### src/rtl/hazard_pkg.sv
// rtl/hazard_pkg.sv - shared register-index and load-queue entry types
package hazard_pkg;
  typedef logic [4:0] reg_idx_t;
  localparam reg_idx_t REG_ZERO = '0;
  typedef struct packed {
    logic     valid;
    reg_idx_t rd;
  } lq_entry_t;
endpackage

### src/rtl/load_dest_queue.sv
// rtl/load_dest_queue.sv - circular FIFO of in-flight load destinations with per-entry compare vectors
module load_dest_queue import hazard_pkg::*; #(
  parameter int DEPTH = 4,
  localparam int PW = $clog2(DEPTH),
  localparam int CW = PW + 1
) (
  input  logic             clk,
  input  logic             rstn,
  input  logic             push,
  input  reg_idx_t         push_rd,
  input  logic             pop,
  input  reg_idx_t         cmp_a,
  input  reg_idx_t         cmp_b,
  output logic [DEPTH-1:0] match_a,
  output logic [DEPTH-1:0] match_b,
  output logic [DEPTH-1:0] head_sel,
  output reg_idx_t         head_rd,
  output logic [CW-1:0]    count
);
  lq_entry_t     entries [DEPTH];
  logic [PW-1:0] head;
  logic [PW-1:0] tail;

  // On a full-queue push+pop head==tail; the push is written last so it wins the slot.
  always_ff @(posedge clk) begin
    if (!rstn) begin
      head  <= '0;
      tail  <= '0;
      count <= '0;
      for (int i = 0; i < DEPTH; i++) begin
        entries[i] <= '0;
      end
    end else begin
      if (pop) begin
        entries[head].valid <= 1'b0;
        head                <= head + PW'(1);
      end
      if (push) begin
        entries[tail] <= '{valid: 1'b1, rd: push_rd};
        tail          <= tail + PW'(1);
      end
      count <= count + CW'(push) - CW'(pop);
    end
  end

  always_comb begin
    match_a  = '0;
    match_b  = '0;
    head_sel = '0;
    for (int i = 0; i < DEPTH; i++) begin
      match_a[i] = entries[i].valid && (entries[i].rd == cmp_a);
      match_b[i] = entries[i].valid && (entries[i].rd == cmp_b);
    end
    head_sel[head] = 1'b1;
  end

  assign head_rd = entries[head].rd;
endmodule

### src/rtl/load_hazard_scoreboard.sv
// rtl/load_hazard_scoreboard.sv - decode-stage load-use stall logic; LOAD_HAZARD_PERF_EN adds stall/load counters
module load_hazard_scoreboard import hazard_pkg::*; #(
  parameter int ADDRESS_WIDTH = 5,
  parameter int LOAD_Q_DEPTH  = 4
) (
  input  logic                     iClk,
  input  logic                     iRstN,
  input  logic [ADDRESS_WIDTH-1:0] iRs1,
  input  logic [ADDRESS_WIDTH-1:0] iRs2,
  input  logic                     iRs1Used,
  input  logic                     iRs2Used,
  input  logic                     iIssueValid,
  input  logic                     iIssueIsLoad,
  input  logic [ADDRESS_WIDTH-1:0] iIssueRd,
  input  logic                     iWbLoadEn,
  input  logic [ADDRESS_WIDTH-1:0] iWbAddr,
  input  logic                     iFlush,
  output logic                     oStall,
  output logic [ADDRESS_WIDTH-1:0] oQCount,
  output logic                     oProtoErr
`ifdef LOAD_HAZARD_PERF_EN
  ,
  output logic [31:0]              oStallCycles,
  output logic [31:0]              oLoadCount
`endif
);
  localparam int CW = $clog2(LOAD_Q_DEPTH) + 1;

  reg_idx_t                rs1, rs2, issue_rd, wb_addr, head_rd;
  logic [LOAD_Q_DEPTH-1:0] match1, match2, head_sel, bypass_mask;
  logic [CW-1:0]           count;
  logic                    hazard1, hazard2, structural, push, pop, empty, full;

  assign rs1      = reg_idx_t'(iRs1);
  assign rs2      = reg_idx_t'(iRs2);
  assign issue_rd = reg_idx_t'(iIssueRd);
  assign wb_addr  = reg_idx_t'(iWbAddr);

  load_dest_queue #(.DEPTH(LOAD_Q_DEPTH)) u_queue (
    .clk      (iClk),
    .rstn     (iRstN),
    .push     (push),
    .push_rd  (issue_rd),
    .pop      (pop),
    .cmp_a    (rs1),
    .cmp_b    (rs2),
    .match_a  (match1),
    .match_b  (match2),
    .head_sel (head_sel),
    .head_rd  (head_rd),
    .count    (count)
  );

  assign empty = (count == '0);
  assign full  = (count == CW'(LOAD_Q_DEPTH));

  // The writing-back load is visible to decode through the regfile the same cycle.
  assign bypass_mask = iWbLoadEn ? ~head_sel : '1;
  assign hazard1     = iRs1Used && (rs1 != REG_ZERO) && |(match1 & bypass_mask);
  assign hazard2     = iRs2Used && (rs2 != REG_ZERO) && |(match2 & bypass_mask);
  assign structural  = full && !iWbLoadEn && iIssueIsLoad;
  assign oStall      = iRstN && !iFlush && (hazard1 || hazard2 || structural);

  assign push    = iIssueValid && iIssueIsLoad && (issue_rd != REG_ZERO) && !oStall && !iFlush;
  assign pop     = iWbLoadEn && !empty;
  assign oQCount = ADDRESS_WIDTH'(count);

  always_ff @(posedge iClk) begin
    if (!iRstN) begin
      oProtoErr <= 1'b0;
    end else if (iWbLoadEn && (empty || (wb_addr != head_rd))) begin
      oProtoErr <= 1'b1;
    end
  end

`ifdef LOAD_HAZARD_PERF_EN
  always_ff @(posedge iClk) begin
    if (!iRstN) begin
      oStallCycles <= '0;
      oLoadCount   <= '0;
    end else begin
      oStallCycles <= oStallCycles + 32'(oStall);
      oLoadCount   <= oLoadCount + 32'(push);
    end
  end
`endif
endmodule
### config.mk
export PLATFORM = sky130hd
export DESIGN_NAME = load_hazard_scoreboard
export DESIGN_NICKNAME = d
export VERILOG_FILES = /design/src/rtl/hazard_pkg.sv /design/src/rtl/load_dest_queue.sv /design/src/rtl/load_hazard_scoreboard.sv
export SDC_FILE = /design/constraint.sdc
export NUM_CORES = 1
export LEC_CHECK = 0
export BUFFER_PORTS_ARGS = -buffer_cell sky130_fd_sc_hd__buf_4
export CAP_MARGIN = 15
export CORE_MARGIN = 3
export CORE_UTILIZATION = 30
export CTS_CLUSTER_SIZE = 16
export DETAILED_ROUTE_END_ITERATION = 7
export SYNTH_ARGS = -nofsm -noshare
export SYNTH_HDL_FRONTEND = slang
export SYNTH_SLANG_ARGS = --single-unit
export TNS_END_PERCENT = 20
### constraint.sdc
create_clock -name iClk -period 3.75 [get_ports iClk]
set_clock_uncertainty 0.1 [all_clocks]
set_input_delay 0.1875 -clock iClk [delete_from_list [all_inputs] [get_ports iClk]]
set_output_delay 0.1875 -clock iClk [all_outputs]
set_load 0.1 [all_outputs]
==> results of run 1 <==
[state kept, by name, summed over array words and instances, names as in the netlist, named ones only]
| signal | flops |
|---|---|
| u_queue.entries | 24 |
| u_queue.count | 3 |
| u_queue.head | 2 |
| u_queue.tail | 2 |
| oProtoErr | 1 |
[cell usage in the layout (no fill, tap or decap), types with 3 or more instances in the layout]
cell / instances
sky130_fd_sc_hd__and3_1: 16
sky130_fd_sc_hd__buf_4: 33
sky130_fd_sc_hd__a31o_1: 4
sky130_fd_sc_hd__a21oi_1: 4
sky130_fd_sc_hd__nor3_1: 6
sky130_fd_sc_hd__xnor2_1: 32
sky130_fd_sc_hd__inv_1: 7
sky130_fd_sc_hd__mux4_2: 5
sky130_fd_sc_hd__a21boi_1: 4
sky130_fd_sc_hd__dfxtp_1: 14
sky130_fd_sc_hd__and2_1: 10
sky130_fd_sc_hd__nand2_1: 11
sky130_fd_sc_hd__xor2_1: 16
sky130_fd_sc_hd__ha_1: 10
sky130_fd_sc_hd__and4_1: 5
sky130_fd_sc_hd__a21bo_1: 4
sky130_fd_sc_hd__clkbuf_8: 5
sky130_fd_sc_hd__edfxtp_1: 20
sky130_fd_sc_hd__nand4_1: 9
sky130_fd_sc_hd__nor2b_1: 5
sky130_fd_sc_hd__nor2_1: 3
[metal layers]
layer,part of all wire,vias to the layer above,GRT usage
li1,-,830,-
met1,0.45,777,0.171
met2,0.45,70,0.207
met3,0.071,19,0.0367
met4,0.029,0,0.0529
met5,0,-,0
[how the worst max path moves through the flow]
stage / startpoint / slack (ps) / to / cells after the start
finish: u_queue.head[0] / 780 / u_queue.count[2] / 14
global route: u_queue.head[0] / 520 / u_queue.count[2] / 14
CTS: u_queue.head[1] / 800 / u_queue.count[2] / 14
detailed placement: u_queue.head[0] / 830 / u_queue.count[2] / 14
global placement: u_queue.head[0] / 910 / u_queue.count[2] / 14
floorplan: u_queue.count[1] / 90 / u_queue.count[2] / 11
[cell type report]
class / instances / area [sq um]
well taps: 99 / 124
flip-flops and latches: 34 / 881
inverters: 7 / 26.3
fillers: 761 / 4730
clock buffers: 6 / 72.6
clock inverters: 2 / 33.8
repair buffers: 33 / 248
multi-input cells: 164 / 1340
[power by group through the flow]
stage	Combinational, mW	Clock, mW	Sequential, mW
after floorplan	0.278	0	0.585
after global placement	0.461	0	0.505
after detailed placement	0.461	0	0.504
after CTS	0.463	0.326	0.497
after global routing	0.500	0.345	0.504
final	0.458	0.323	0.497
[synthesized netlist by cell type (2+ instances only)]
library cell / count / area (sq um)
sky130_fd_sc_hd__a21bo_1: 4 / 40.0
sky130_fd_sc_hd__a21boi_1: 4 / 30.0
sky130_fd_sc_hd__a21oi_1: 4 / 20.0
sky130_fd_sc_hd__a31o_1: 4 / 35.0
sky130_fd_sc_hd__a31oi_1: 2 / 12.5
sky130_fd_sc_hd__and2_1: 10 / 62.6
sky130_fd_sc_hd__and3_1: 16 / 100
sky130_fd_sc_hd__and4_1: 5 / 43.8
sky130_fd_sc_hd__buf_2: 8 / 40.0
sky130_fd_sc_hd__buf_4: 3 / 22.5
sky130_fd_sc_hd__buf_6: 3 / 33.8
sky130_fd_sc_hd__clkbuf_1: 5 / 18.8
sky130_fd_sc_hd__dfxtp_1: 14 / 280
sky130_fd_sc_hd__edfxtp_1: 20 / 601
sky130_fd_sc_hd__ha_1: 10 / 125
sky130_fd_sc_hd__inv_1: 7 / 26.3
sky130_fd_sc_hd__mux2i_1: 2 / 20.0
sky130_fd_sc_hd__mux4_2: 5 / 113
sky130_fd_sc_hd__nand2_1: 11 / 41.3
sky130_fd_sc_hd__nand4_1: 9 / 56.3
sky130_fd_sc_hd__nor2_1: 3 / 11.3
sky130_fd_sc_hd__nor2b_1: 5 / 31.3
sky130_fd_sc_hd__nor3_1: 6 / 30.0
sky130_fd_sc_hd__nor4_1: 2 / 12.5
sky130_fd_sc_hd__or3_1: 2 / 12.5
sky130_fd_sc_hd__or4_1: 2 / 15.0
sky130_fd_sc_hd__xnor2_1: 32 / 280
sky130_fd_sc_hd__xor2_1: 16 / 140
[stage by stage]
stage,setup slack (ps),area [sq um],power [mW]
2_1_floorplan,87.4,2360,0.864
3_3_place_gp,913,2610,0.966
3_5_place_dp,834,2610,0.966
4_1_cts,802,2720,1.29
5_1_grt,518,2720,1.35
6_report,780,2720,1.28
[logic make-up after synthesis]
kind of cell	count (synthesis)	synth area share
compound gates	23	0.0790
xor+xnor	48	0.178
fa+ha+maj	11	0.0615
buf+inv	27	0.0621
flops	34	0.373
mux	7	0.0562
other cells	1	0.00159
simple gates	73	0.188
[worst max-delay path, stage by stage (launching register included)]
cell and delay (ps):
sky130_fd_sc_hd__dfxtp_1 350, sky130_fd_sc_hd__inv_1 160, sky130_fd_sc_hd__ha_1 170, sky130_fd_sc_hd__a21boi_1 90, sky130_fd_sc_hd__nand4_1 80, sky130_fd_sc_hd__nor3_1 50, sky130_fd_sc_hd__nor4_1 350, sky130_fd_sc_hd__o211ai_2 180
sky130_fd_sc_hd__nor4_4 310, sky130_fd_sc_hd__ha_1 200, sky130_fd_sc_hd__inv_1 50, sky130_fd_sc_hd__fa_1 370, sky130_fd_sc_hd__xnor2_1 150, sky130_fd_sc_hd__xnor2_1 120, sky130_fd_sc_hd__and2_1 150
==> metrics.sh, run 1 <==
SYNTH_ENABLE_FLOP_CELLS=20
YS_TYPES=38
DP_HPWL_MM=4.62
R2R_SETUP_SLACK_PS=780
SYNTH-SEQ-AREA-SHARE=0.373
CRIT_PATH_START_KIND='flip-flop'
GLOBAL_ROUTE_WIRE_LENGTH_BEFORE_REPAIR_MM=8.88
FINAL_CORE_UTIL=0.365
FIN_SETUP_TNS_PS=0
GRT_MAX_DEGREE=35
YOSYSWARNINGCOUNT=0
CTS_MADE_BUFFERS=5
WORSTPATHREQUIRED_PS=3830
DIEHEIGHT_MICRONS=94.7
VIAS=1696
CTS.HOLD.BUFFERS_ADDED=0
PLACEMENT.IO_BUFFERS=32
VIA_PER_INST=4.92
FIN_HOLD_WS_PS=126
OUTCOME='complete, no violations'
FINAL.MIN_CLOCK_PERIOD_PS=2970
CTS-HTREE-LEVELS=2
GRT.TOTAL_USAGE=0.132
CLOCK.FMAX_MHz=337
DR.PASS1.ITERS=4
FIN_NETS=284
SYN_INST=224
GRT_OVERFLOW=0
POWER.SEQUENTIAL.FRACTION=0.389
TIMING.HOLD.WORST_ENDPOINT='oProtoErr'
CP_MAX_FO=5
CORE_AREA_SQ_MM=0.00745
ANTENNA-DIODE-COUNT=0
VIAS_IN_THE_FIRST_GLOBAL_ROUTE=1668
FINAL_ANTENNA_NET_COUNT=0
CRITPATHARRIVALTIME_PS=3050
HOLD_PATH_DEPTH=3
ENDPOINT_KIND='flip-flop'
PIN_COUNT=35
GRT_SETUP_UNREPAIRED='false'
PLACEMENT_ROWS=31
INTERNAL_POWER_mW=0.819
YS_FF_LATCH=34
CTS_RESIZED=0
AREA.GROWTH.SYNTH_TO_FINAL_PCT=15.3
TOTAL_LEAKAGE_POWER_nW=1.08
GLOBALPLACE.CONGESTION=0.923
FF2FF_PATH_DEPTH=14
SWITCHING_PART_OF_THE_TOTAL_POWER=0.359
NETSWITCHINGPOWER_mW=0.459
ROUTED_WIRE_LENGTH_PER_INSTANCE_MICRONS=16.2
ASYNC_SET_OR_RESET_REGISTER_RATIO_AFTER_SYNTHESIS=0
POST-CTS-SETUP-BUFFER-COUNT=0
TIMING.FINAL.SETUP_VIOLATIONS=0
R2R_END='u_queue.count[2]'
SLEW_VIOL_FINAL=0
TIMING.RR.START='u_queue.head[0]'
P_COMB_FRAC=0.359
FLOORPLAN.DIE_AREA_SQ_MM=0.00896
POST-ROUTE-DRC-COUNT=0
FINAL_PERIOD_UTILIZATION=0.792
CTSLONGESTPATHBUFFERS=2
MEAN_CELL_AREA_OF_THE_MAPPED_NETLIST_SQ_UM=10.5
FINAL_NON_FILLER_CELL_TOTAL=345
WIRELENGTH_MM=5.60
CTS_TREE='yes'
FINAL_HOLD_VIOLATIONS=0
P_CLK_FRAC=0.253
CLK_ROOT_BUFFER_CELL='sky130_fd_sc_hd__clkbuf_8'
WORSTSETUPPATHTYPE='reg2reg'
DRIVE_ABOVE_1_SHARE=0.191
CLK-INSERTION-DELAY-LATE_PS=290
DRT-INITIAL-DRC-COUNT=120
CLK_PIN_SLEW_WORST_PATHS_PS=60
INITIAL_CORE_UTIL=0.317
DIE_WIDTH_MICRONS=94.7
DOMINANTREGCELLSYNTH='sky130_fd_sc_hd__edfxtp_1'
CTS_SINKS=34
PEAKVDDDROP_uV=161
HP-START='iWbLoadEn'
DPL.CELL_COUNT=337
SYN-CELL-AREA_SQ_MM=0.00236
TIMING.MAX_CAP.VIOLATIONS=0
POWER.DENSITY_mW_PER_MM2=470
INITIAL_ANTENNA_VIOLATION_COUNT=0
MIN_PATH_TYPE='in2reg'
Note: power is estimated with default switching activity, not from simulation.
==> run 2, diff against run 1 <==
--- a/config.mk
+++ b/config.mk
@@ -5,6 +5,7 @@
 export SDC_FILE = /design/constraint.sdc
 export NUM_CORES = 1
 export LEC_CHECK = 0
+export ABC_AREA = 1
 export BUFFER_PORTS_ARGS = -buffer_cell sky130_fd_sc_hd__buf_4
 export CAP_MARGIN = 15
 export CORE_MARGIN = 3
==> constraint.sdc (replaced) <==
create_clock -name iClk -period 3 [get_ports iClk]
set_clock_uncertainty 0.1 [all_clocks]
set_input_delay 0.15 -clock iClk [delete_from_list [all_inputs] [get_ports iClk]]
set_output_delay 0.15 -clock iClk [all_outputs]
set_load 0.1 [all_outputs]
==> metrics.sh, run 2 <==
LAYOUT_COMMON_CELLS='sky130_fd_sc_hd__nand2_1, sky130_fd_sc_hd__nor2_1, sky130_fd_sc_hd__inv_1'  # was sky130_fd_sc_hd__buf_4, sky130_fd_sc_hd__xnor2_1, sky130_fd_sc_hd__edfxtp_1
ANTENNA-DIODE-COUNT=0  # unchanged
ASYNC_SET_OR_RESET_REGISTER_RATIO_AFTER_SYNTHESIS=0  # unchanged
FINAL.MIN_CLOCK_PERIOD_PS=2710  # was 2970 ps
R2R_END='u_queue.count[2]'  # unchanged
POST-ROUTE-DRC-COUNT=0  # unchanged
FIN_HOLD_WS_PS=102  # was 126 ps
FILLER_CELL_COUNT=857  # was 761
SYNTH_ENABLE_FLOP_CELLS=20  # unchanged
GRT_USE_MET1=0.193  # was 0.171
TIMING.MAX_CAP.VIOLATIONS=0  # unchanged
FINAL_CORE_UTIL=0.371  # was 0.365
SYN-CELL-AREA_SQ_MM=0.00245  # was 0.00236 sq mm
SWITCHING_PART_OF_THE_TOTAL_POWER=0.402  # was 0.359
MEAN_CELL_AREA_OF_THE_MAPPED_NETLIST_SQ_UM=6.95  # was 10.5 sq um
CP_MAX_FO=9  # was 5
BUSIEST_LAYER='met2'  # unchanged
DRT-INITIAL-DRC-COUNT=174  # was 120
CORE_AREA_SQ_MM=0.00785  # was 0.00745 sq mm
DR.PASS1.ITERS=5  # was 4
AREA.GROWTH.SYNTH_TO_FINAL_PCT=18.5  # was 15.3%
CRIT_PATH_START_KIND='flip-flop'  # unchanged
PIN_COUNT=35  # unchanged
PEAKVDDDROP_uV=258  # was 161 uV
LARGEST_REGISTERS='u_queue.entries (24), u_queue.count (3)'  # unchanged
CTS_MADE_BUFFERS=5  # unchanged
YOSYS.AREA.TOP_TYPE_SHARE=0.245  # was 0.255
WIRELENGTH_MM=6.17  # was 5.60 mm
VIAS=2230  # was 1696
DP_HPWL_MM=5.08  # was 4.62 mm
ENDPOINT_KIND='flip-flop'  # unchanged
GLOBAL_ROUTE_WIRE_LENGTH_BEFORE_REPAIR_MM=10.0  # was 8.88 mm
LAYOUT_COMMONEST_CELL='sky130_fd_sc_hd__nand2_1'  # was sky130_fd_sc_hd__buf_4
CTS_TREE='yes'  # unchanged
DIEHEIGHT_MICRONS=96.5  # was 94.7 microns
FINISH.INSTANCE_AREA_SQ_MM=0.00291  # was 0.00272 sq mm
P_CLK_FRAC=0.262  # was 0.253
SYNTHTOPCELLSBYAREA='sky130_fd_sc_hd__edfxtp_1, sky130_fd_sc_hd__nand2_1, sky130_fd_sc_hd__dfxtp_1'  # was sky130_fd_sc_hd__edfxtp_1, sky130_fd_sc_hd__dfxtp_1, sky130_fd_sc_hd__xnor2_1
CLK_PIN_SLEW_WORST_PATHS_PS=70  # was 60 ps
FINAL_HOLD_VIOLATIONS=0  # unchanged
GRT_MAX_DEGREE=21  # was 35
CTS-HTREE-LEVELS=2  # unchanged
SLEW_VIOL_FINAL=0  # unchanged
INTERNAL_POWER_mW=0.971  # was 0.819 mW
PLACEMENT_ROWS=32  # was 31
WORSTPATHREQUIRED_PS=3080  # was 3830 ps
POWER.DENSITY_mW_PER_MM2=558  # was 470 mW/mm^2
POST_SYNTH_MOST_FREQUENT_CELLS='sky130_fd_sc_hd__nand2_1, sky130_fd_sc_hd__nor2_1, sky130_fd_sc_hd__inv_1, sky130_fd_sc_hd__edfxtp_1'  # was sky130_fd_sc_hd__xnor2_1, sky130_fd_sc_hd__edfxtp_1, sky130_fd_sc_hd__and3_1, sky130_fd_sc_hd__xor2_1, sky130_fd_sc_hd__dfxtp_1
CLOCK.FMAX_MHz=369  # was 337 MHz
DIE_WIDTH_MICRONS=96.5  # was 94.7 microns
FF2FF_PATH_DEPTH=18  # was 14
WORST_SLACK_PS=287  # was 780 ps
POWER.TOTAL_mW=1.62  # was 1.28 mW
CTS_SINKS=34  # unchanged
FF_LATCH_AREA_SQ_UM=885  # was 881 sq um
CLK_ROOT_BUFFER_CELL='sky130_fd_sc_hd__clkbuf_8'  # unchanged
CELL_WITH_THE_MOST_INSTANCES_AFTER_SYNTHESIS='sky130_fd_sc_hd__nand2_1'  # was sky130_fd_sc_hd__xnor2_1
TIMING.RR.START='u_queue.head[0]'  # unchanged
CRITPATHARRIVALTIME_PS=2790  # was 3050 ps
DPL.CELL_COUNT=482  # was 337
SYNTH_AREA_LEADER='sky130_fd_sc_hd__edfxtp_1'  # unchanged
FIN_SETUP_TNS_PS=0  # unchanged
FINAL_ANTENNA_NET_COUNT=0  # unchanged
DOMINANTREGCELLSYNTH='sky130_fd_sc_hd__edfxtp_1'  # unchanged
TIMING.HOLD.WORST_ENDPOINT='u_queue.count[0]'  # was oProtoErr
WORST_SLEW_MARGIN_REL=0.621
PRE_CTS_WS_PS=273  # was 834 ps
OUTCOME='complete, no violations'  # unchanged
PLACEMENT.IO_BUFFERS=32  # unchanged
GLOBAL_ROUTE.USAGE.MET3=0.0325  # was 0.0367
DRIVE_ABOVE_1_SHARE=0.144  # was 0.191
YS_TYPES=29  # was 38
TOP_REGISTER='u_queue.entries'  # unchanged
GRT_OVERFLOW=0  # unchanged
P_COMB_FRAC=0.355  # was 0.359
HP-START='iRstN'  # was iWbLoadEn
GRT.TOTAL_USAGE=0.143  # was 0.132
MIN_PATH_TYPE='in2reg'  # unchanged
GRT_SETUP_UNREPAIRED='false'  # unchanged
SYNTH-SEQ-AREA-SHARE=0.359  # was 0.373
CTSLONGESTPATHBUFFERS=2  # unchanged
NETSWITCHINGPOWER_mW=0.653  # was 0.459 mW
WORSTSETUPPATHTYPE='reg2reg'  # unchanged
TIGHTEST_SLEW_PS=568
FINAL_NON_FILLER_CELL_TOTAL=490  # was 345
FLOORPLAN.DIE_AREA_SQ_MM=0.00930  # was 0.00896 sq mm
TOTAL_LEAKAGE_POWER_nW=1.46  # was 1.08 nW
POST-CTS-SETUP-BUFFER-COUNT=0  # unchanged
VIA_PER_INST=4.55  # was 4.92
R2R_SETUP_SLACK_PS=290  # was 780 ps
INITIAL_CORE_UTIL=0.313  # was 0.317
SYN_INST=353  # was 224
YS_FF_LATCH=34  # unchanged
AREA_OF_COMBINATIONAL_CELLS_WITH_MULTIPLE_INPUTS_SQ_MM=0.00135  # was 0.00134 sq mm
FLIP_FLOP_COUNT_OF_THE_LARGEST_REGISTER_ALL_COPIES_AND_WORDS_ADDED=24  # unchanged
YOSYSWARNINGCOUNT=0  # unchanged
TIMING.FINAL.SETUP_VIOLATIONS=0  # unchanged
POWER.SEQUENTIAL.FRACTION=0.383  # was 0.389
PLACED_AREA_SQ_MM=0.00280  # was 0.00261 sq mm
ROUTED_WIRE_LENGTH_PER_INSTANCE_MICRONS=12.6  # was 16.2 microns
HOLD_PATH_DEPTH=3  # unchanged
GLOBALPLACE.CONGESTION=0.916  # was 0.923
INITIAL_ANTENNA_VIOLATION_COUNT=0  # unchanged
GRT_USE_MET2=0.229  # was 0.207
CTS.HOLD.BUFFERS_ADDED=0  # unchanged
FINAL_PERIOD_UTILIZATION=0.904  # was 0.792
CLK-INSERTION-DELAY-LATE_PS=290  # about the same
FIN_NETS=426  # was 284
VIAS_IN_THE_FIRST_GLOBAL_ROUTE=2013  # was 1668
[run 2: changes by cell type after synthesis, sizes merged, moves of 16 or more]
| cell | delta |
|---|---|
| xnor2 | -31 |
| nor2 | +46 |
| inv | +45 |
| nand2 | +109 |
| o21ai | +19 |
| and3 | -16 |
[run 2: kinds of logic (layout without fill, tap and decap cells)]
| family | after synthesis | in the layout | share of synthesized area |
|---|---|---|---|
| DFF | 34 | 34 | 0.359 |
| xor gates and xnor gates | 13 | 13 | 0.0464 |
| and+or+nand+nor | 192 | 192 | 0.338 |
| AOI/OAI and AO/OA | 44 | 44 | 0.102 |
| buffers and inverters | 58 | 92 | 0.0938 |
| adders and majority gates | 11 | 11 | 0.0591 |
| other | 1 | 2 | 0.00153 |
[run 2: worst max-delay path, cell delays in order (launching register included)]
cell and delay, ps:
sky130_fd_sc_hd__dfxtp_1 350, sky130_fd_sc_hd__inv_1 150, sky130_fd_sc_hd__ha_1 170, sky130_fd_sc_hd__nand2_1 50, sky130_fd_sc_hd__nand2_1 80, sky130_fd_sc_hd__nor2_1 60, sky130_fd_sc_hd__nand3_1 70, sky130_fd_sc_hd__nand2_1 60
sky130_fd_sc_hd__o21ai_2 130, sky130_fd_sc_hd__nand3_2 110, sky130_fd_sc_hd__nand2_4 160, sky130_fd_sc_hd__inv_1 80, sky130_fd_sc_hd__nor2_1 110, sky130_fd_sc_hd__ha_1 150, sky130_fd_sc_hd__inv_1 50, sky130_fd_sc_hd__fa_1 370
sky130_fd_sc_hd__xor2_1 160, sky130_fd_sc_hd__o21ai_0 150, sky130_fd_sc_hd__a21oi_1 50
[run 2: power groups by stage]
| stage | clock network, mW | registers, mW | logic, mW |
|---|---|---|---|
| 2_1_floorplan | 0 | 0.737 | 0.319 |
| 3_3_place_gp | 0 | 0.631 | 0.570 |
| 3_5_place_dp | 0 | 0.632 | 0.579 |
| 4_1_cts | 0.435 | 0.622 | 0.581 |
| 5_1_grt | 0.450 | 0.634 | 0.642 |
| 6_report | 0.426 | 0.623 | 0.576 |
[run 2: worst max-delay path by stage]
| stage | startpoint | endpoint | cells past startpoint |
|---|---|---|---|
| after floorplan | u_queue.head[0] | u_queue.count[2] | 18 |
| after global placement | u_queue.head[0] | u_queue.count[2] | 18 |
| after detailed placement | u_queue.head[1] | u_queue.count[2] | 18 |
| after CTS | u_queue.head[1] | u_queue.count[2] | 18 |
| after global routing | u_queue.head[0] | u_queue.count[2] | 18 |
| final | u_queue.head[0] | u_queue.count[2] | 18 |
[run 2: layout make-up]
cell class | count | share of cell area
sequential | 34 | 0.304
multi-input combinational | 262 | 0.463
inverter | 52 | 0.0671
timing repair buffer | 32 | 0.0826
clock buffer | 5 | 0.0237
tap | 102 | 0.0439
clock inverter | 3 | 0.0155
[run 2: timing repair]
| item | in CTS | in global routing |
|---|---|---|
| endpoints found under the setup margin | 0 | 1 |
| resized for setup | 0 | 1 |
| hold endpoints to repair | 0 | 0 |
[run 2: layer usage]
layer	wire, microns	part of all wire	up-vias
li1	-	-	1181
met1	2960	0.48	992
met2	2830	0.46	48
met3	303	0.049	9
met4	72	0.012	0
met5	0	0	-
==> run 3, diff against run 2 <==
--- a/config.mk
+++ b/config.mk
@@ -8,10 +8,11 @@
 export ABC_AREA = 1
 export BUFFER_PORTS_ARGS = -buffer_cell sky130_fd_sc_hd__buf_4
 export CAP_MARGIN = 15
-export CORE_MARGIN = 3
+export CORE_MARGIN = 4
 export CORE_UTILIZATION = 30
 export CTS_CLUSTER_SIZE = 16
 export DETAILED_ROUTE_END_ITERATION = 7
+export GPL_TIMING_DRIVEN = 0
 export SYNTH_ARGS = -nofsm -noshare
 export SYNTH_HDL_FRONTEND = slang
 export SYNTH_SLANG_ARGS = --single-unit
==> metrics.sh, run 3 (synthesized netlist as in run 2, its figures left out) <==
OUTCOME='complete, no violations'  # unchanged
GRT.TOTAL_USAGE=0.132  # was 0.143
PLACEMENT_ROWS=32  # unchanged
TIMING.FINAL.SETUP_VIOLATIONS=0  # unchanged
FF2FF_PATH_DEPTH=18  # unchanged
ROUTED_WIRE_LENGTH_PER_INSTANCE_MICRONS=12.6  # about the same
WORSTPATHREQUIRED_PS=3070  # was 3080 ps
FINAL.MIN_CLOCK_PERIOD_PS=2730  # was 2710 ps
WORST_SLACK_PS=266  # was 287 ps
GLOBALPLACE.CONGESTION=0.985  # was 0.916
FINAL_ANTENNA_NET_COUNT=0  # unchanged
CORE_AREA_SQ_MM=0.00785  # unchanged
CRITPATHARRIVALTIME_PS=2800  # was 2790 ps
FLOORPLAN.DIE_AREA_SQ_MM=0.00969  # was 0.00930 sq mm
LARGEST_REGISTERS='u_queue.entries (24), u_queue.count (3)'  # unchanged
GRT_MAX_DEGREE=11  # was 21
CTS_MADE_BUFFERS=5  # unchanged
DP_HPWL_MM=5.17  # was 5.08 mm
GRT_SETUP_UNREPAIRED='false'  # unchanged
SLEW_VIOL_FINAL=0  # unchanged
INTERNAL_POWER_mW=0.892  # was 0.971 mW
ENDPOINT_KIND='flip-flop'  # unchanged
LAYOUT_COMMONEST_CELL='sky130_fd_sc_hd__nand2_1'  # unchanged
GRT_OVERFLOW=0  # unchanged
P_CLK_FRAC=0.206  # was 0.262
NETSWITCHINGPOWER_mW=0.633  # was 0.653 mW
TOTAL_LEAKAGE_POWER_nW=1.47  # was 1.46 nW
CLK_PIN_SLEW_WORST_PATHS_PS=70  # about the same
CTS-HTREE-LEVELS=2  # unchanged
FINAL_HOLD_VIOLATIONS=0  # unchanged
TOP_REGISTER='u_queue.entries'  # unchanged
R2R_END='u_queue.count[2]'  # unchanged
POWER.DENSITY_mW_PER_MM2=522  # was 558 mW/mm^2
DIEHEIGHT_MICRONS=98.5  # was 96.5 microns
PEAKVDDDROP_uV=276  # was 258 uV
FINISH.INSTANCE_AREA_SQ_MM=0.00292  # was 0.00291 sq mm
PRE_CTS_WS_PS=165  # was 273 ps
INITIAL_CORE_UTIL=0.313  # unchanged
DRT-INITIAL-DRC-COUNT=109  # was 174
P_COMB_FRAC=0.400  # was 0.355
VIAS_IN_THE_FIRST_GLOBAL_ROUTE=2088  # was 2013
WIRELENGTH_MM=6.28  # was 6.17 mm
ANTENNA-DIODE-COUNT=0  # unchanged
PLACEMENT.IO_BUFFERS=31  # was 32
CLK_ROOT_BUFFER_CELL='sky130_fd_sc_hd__clkbuf_8'  # unchanged
PIN_COUNT=35  # unchanged
HOLD_PATH_DEPTH=3  # unchanged
GLOBAL_ROUTE_WIRE_LENGTH_BEFORE_REPAIR_MM=10.3  # was 10.0 mm
FIN_NETS=433  # was 426
MIN_PATH_TYPE='in2reg'  # unchanged
CTSLONGESTPATHBUFFERS=2  # unchanged
CP_MAX_FO=6  # was 9
CLOCK.FMAX_MHz=366  # was 369 MHz
POWER.SEQUENTIAL.FRACTION=0.394  # was 0.383
FILLER_CELL_COUNT=860  # was 857
TIMING.HOLD.WORST_ENDPOINT='u_queue.count[2]'  # was u_queue.count[0]
TIMING.MAX_CAP.VIOLATIONS=0  # unchanged
HP-START='iRstN'  # unchanged
INITIAL_ANTENNA_VIOLATION_COUNT=0  # unchanged
DR.PASS1.ITERS=4  # was 5
CTS_TREE='yes'  # unchanged
PLACED_AREA_SQ_MM=0.00282  # was 0.00280 sq mm
CRIT_PATH_START_KIND='flip-flop'  # unchanged
CTS_SINKS=34  # unchanged
FINAL_PERIOD_UTILIZATION=0.911  # was 0.904
VIA_PER_INST=4.55  # about the same
DIE_WIDTH_MICRONS=98.5  # was 96.5 microns
LAYOUT_COMMON_CELLS='sky130_fd_sc_hd__nand2_1, sky130_fd_sc_hd__nor2_1, sky130_fd_sc_hd__inv_1'  # unchanged
VIAS=2260  # was 2230
AREA.GROWTH.SYNTH_TO_FINAL_PCT=18.9  # was 18.5%
TIMING.RR.START='u_queue.head[0]'  # unchanged
R2R_SETUP_SLACK_PS=270  # was 290 ps
CLK-INSERTION-DELAY-LATE_PS=280  # was 290 ps
FLIP_FLOP_COUNT_OF_THE_LARGEST_REGISTER_ALL_COPIES_AND_WORDS_ADDED=24  # unchanged
POST-ROUTE-DRC-COUNT=0  # unchanged
DRIVE_ABOVE_1_SHARE=0.149  # was 0.144
SWITCHING_PART_OF_THE_TOTAL_POWER=0.415  # was 0.402
WORSTSETUPPATHTYPE='reg2reg'  # unchanged
## run 3: cell types whose count changed in the layout (fill, tap and decap cells not counted)
cell,change
sky130_fd_sc_hd__buf_1,+1
sky130_fd_sc_hd__buf_2,+1
sky130_fd_sc_hd__buf_4,+4
sky130_fd_sc_hd__bufinv_16,-1
sky130_fd_sc_hd__clkbuf_1,+2
sky130_fd_sc_hd__clkinv_1,+1
sky130_fd_sc_hd__clkinv_2,+1
sky130_fd_sc_hd__clkinvlp_4,-2
## run 3: final cells by class
cell class,count,area (sq um),area share
multi-input combinational,262,1350,0.462
sequential,34,885,0.303
timing repair buffer,33,248,0.0849
inverter,52,195,0.0669
tap,102,128,0.0437
clock buffer,6,72.6,0.0249
buffer,6,35.0,0.0120
clock inverter,2,8.76,0.00300
## run 3: power by group through the flow
stage	sequential (mW)	combinational [mW]	clock, mW
floorplan	0.737	0.319	0
global placement	0.608	0.607	0
detailed placement	0.610	0.610	0
CTS	0.601	0.614	0.322
global route	0.609	0.681	0.350
finish	0.601	0.610	0.315
## run 3: worst max-delay path, stage by stage, from the launching register on
cell and delay [ps]:
sky130_fd_sc_hd__dfxtp_1 350, sky130_fd_sc_hd__inv_1 160, sky130_fd_sc_hd__ha_1 170, sky130_fd_sc_hd__nand2_1 50, sky130_fd_sc_hd__nand2_1 80, sky130_fd_sc_hd__a21oi_1 60, sky130_fd_sc_hd__nand3_1 80, sky130_fd_sc_hd__nand2_1 70
sky130_fd_sc_hd__o21bai_2 170, sky130_fd_sc_hd__nand3_2 120, sky130_fd_sc_hd__nand2_4 120, sky130_fd_sc_hd__inv_1 60, sky130_fd_sc_hd__nor2_1 100, sky130_fd_sc_hd__ha_1 160, sky130_fd_sc_hd__inv_1 50, sky130_fd_sc_hd__fa_1 380
sky130_fd_sc_hd__xor2_1 160, sky130_fd_sc_hd__o21ai_0 140, sky130_fd_sc_hd__a21oi_1 60
## run 3: worst max path at each step
stage	start	end	slack (ps)	cells after the start
4_1_cts	u_queue.head[1]	u_queue.count[2]	130	18
6_report	u_queue.head[0]	u_queue.count[2]	270	18
3_3_place_gp	u_queue.head[1]	u_queue.count[2]	170	18
3_5_place_dp	u_queue.head[1]	u_queue.count[2]	170	18
2_1_floorplan	u_queue.head[0]	u_queue.count[2]	-4	18
5_1_grt	u_queue.head[1]	u_queue.count[2]	60	18
## run 3: per-layer routing
layer  share of wire  routed length (microns)  GRT usage
met4          0.0089                       56     0.0284
met3           0.047                      293     0.0255
met5               0                        0          0
met1            0.47                     2950      0.179
met2            0.47                     2980      0.219
## run 3: metrics by stage
| stage | cells | util | TNS, ps | hold WS, ps | power (mW) |
|---|---|---|---|---|---|
| CTS | 495 | 0.370 | 0 | 103 | 1.54 |
| global route | 497 | 0.372 | 0 | 109 | 1.64 |
| global placement | 487 | 0.360 | 0 | 322 | 1.22 |
| detailed placement | 487 | 0.360 | 0 | 338 | 1.22 |
| finish | 497 | 0.372 | 0 | 109 | 1.53 |
| floorplan | 354 | - | -3.63 | 207 | 1.06 |
## run 3: repair_timing
item	in CTS	in global routing
setup buffers	0	2
endpoints found under the setup margin	0	1
hold buffers	0	0
resized for setup	0	1
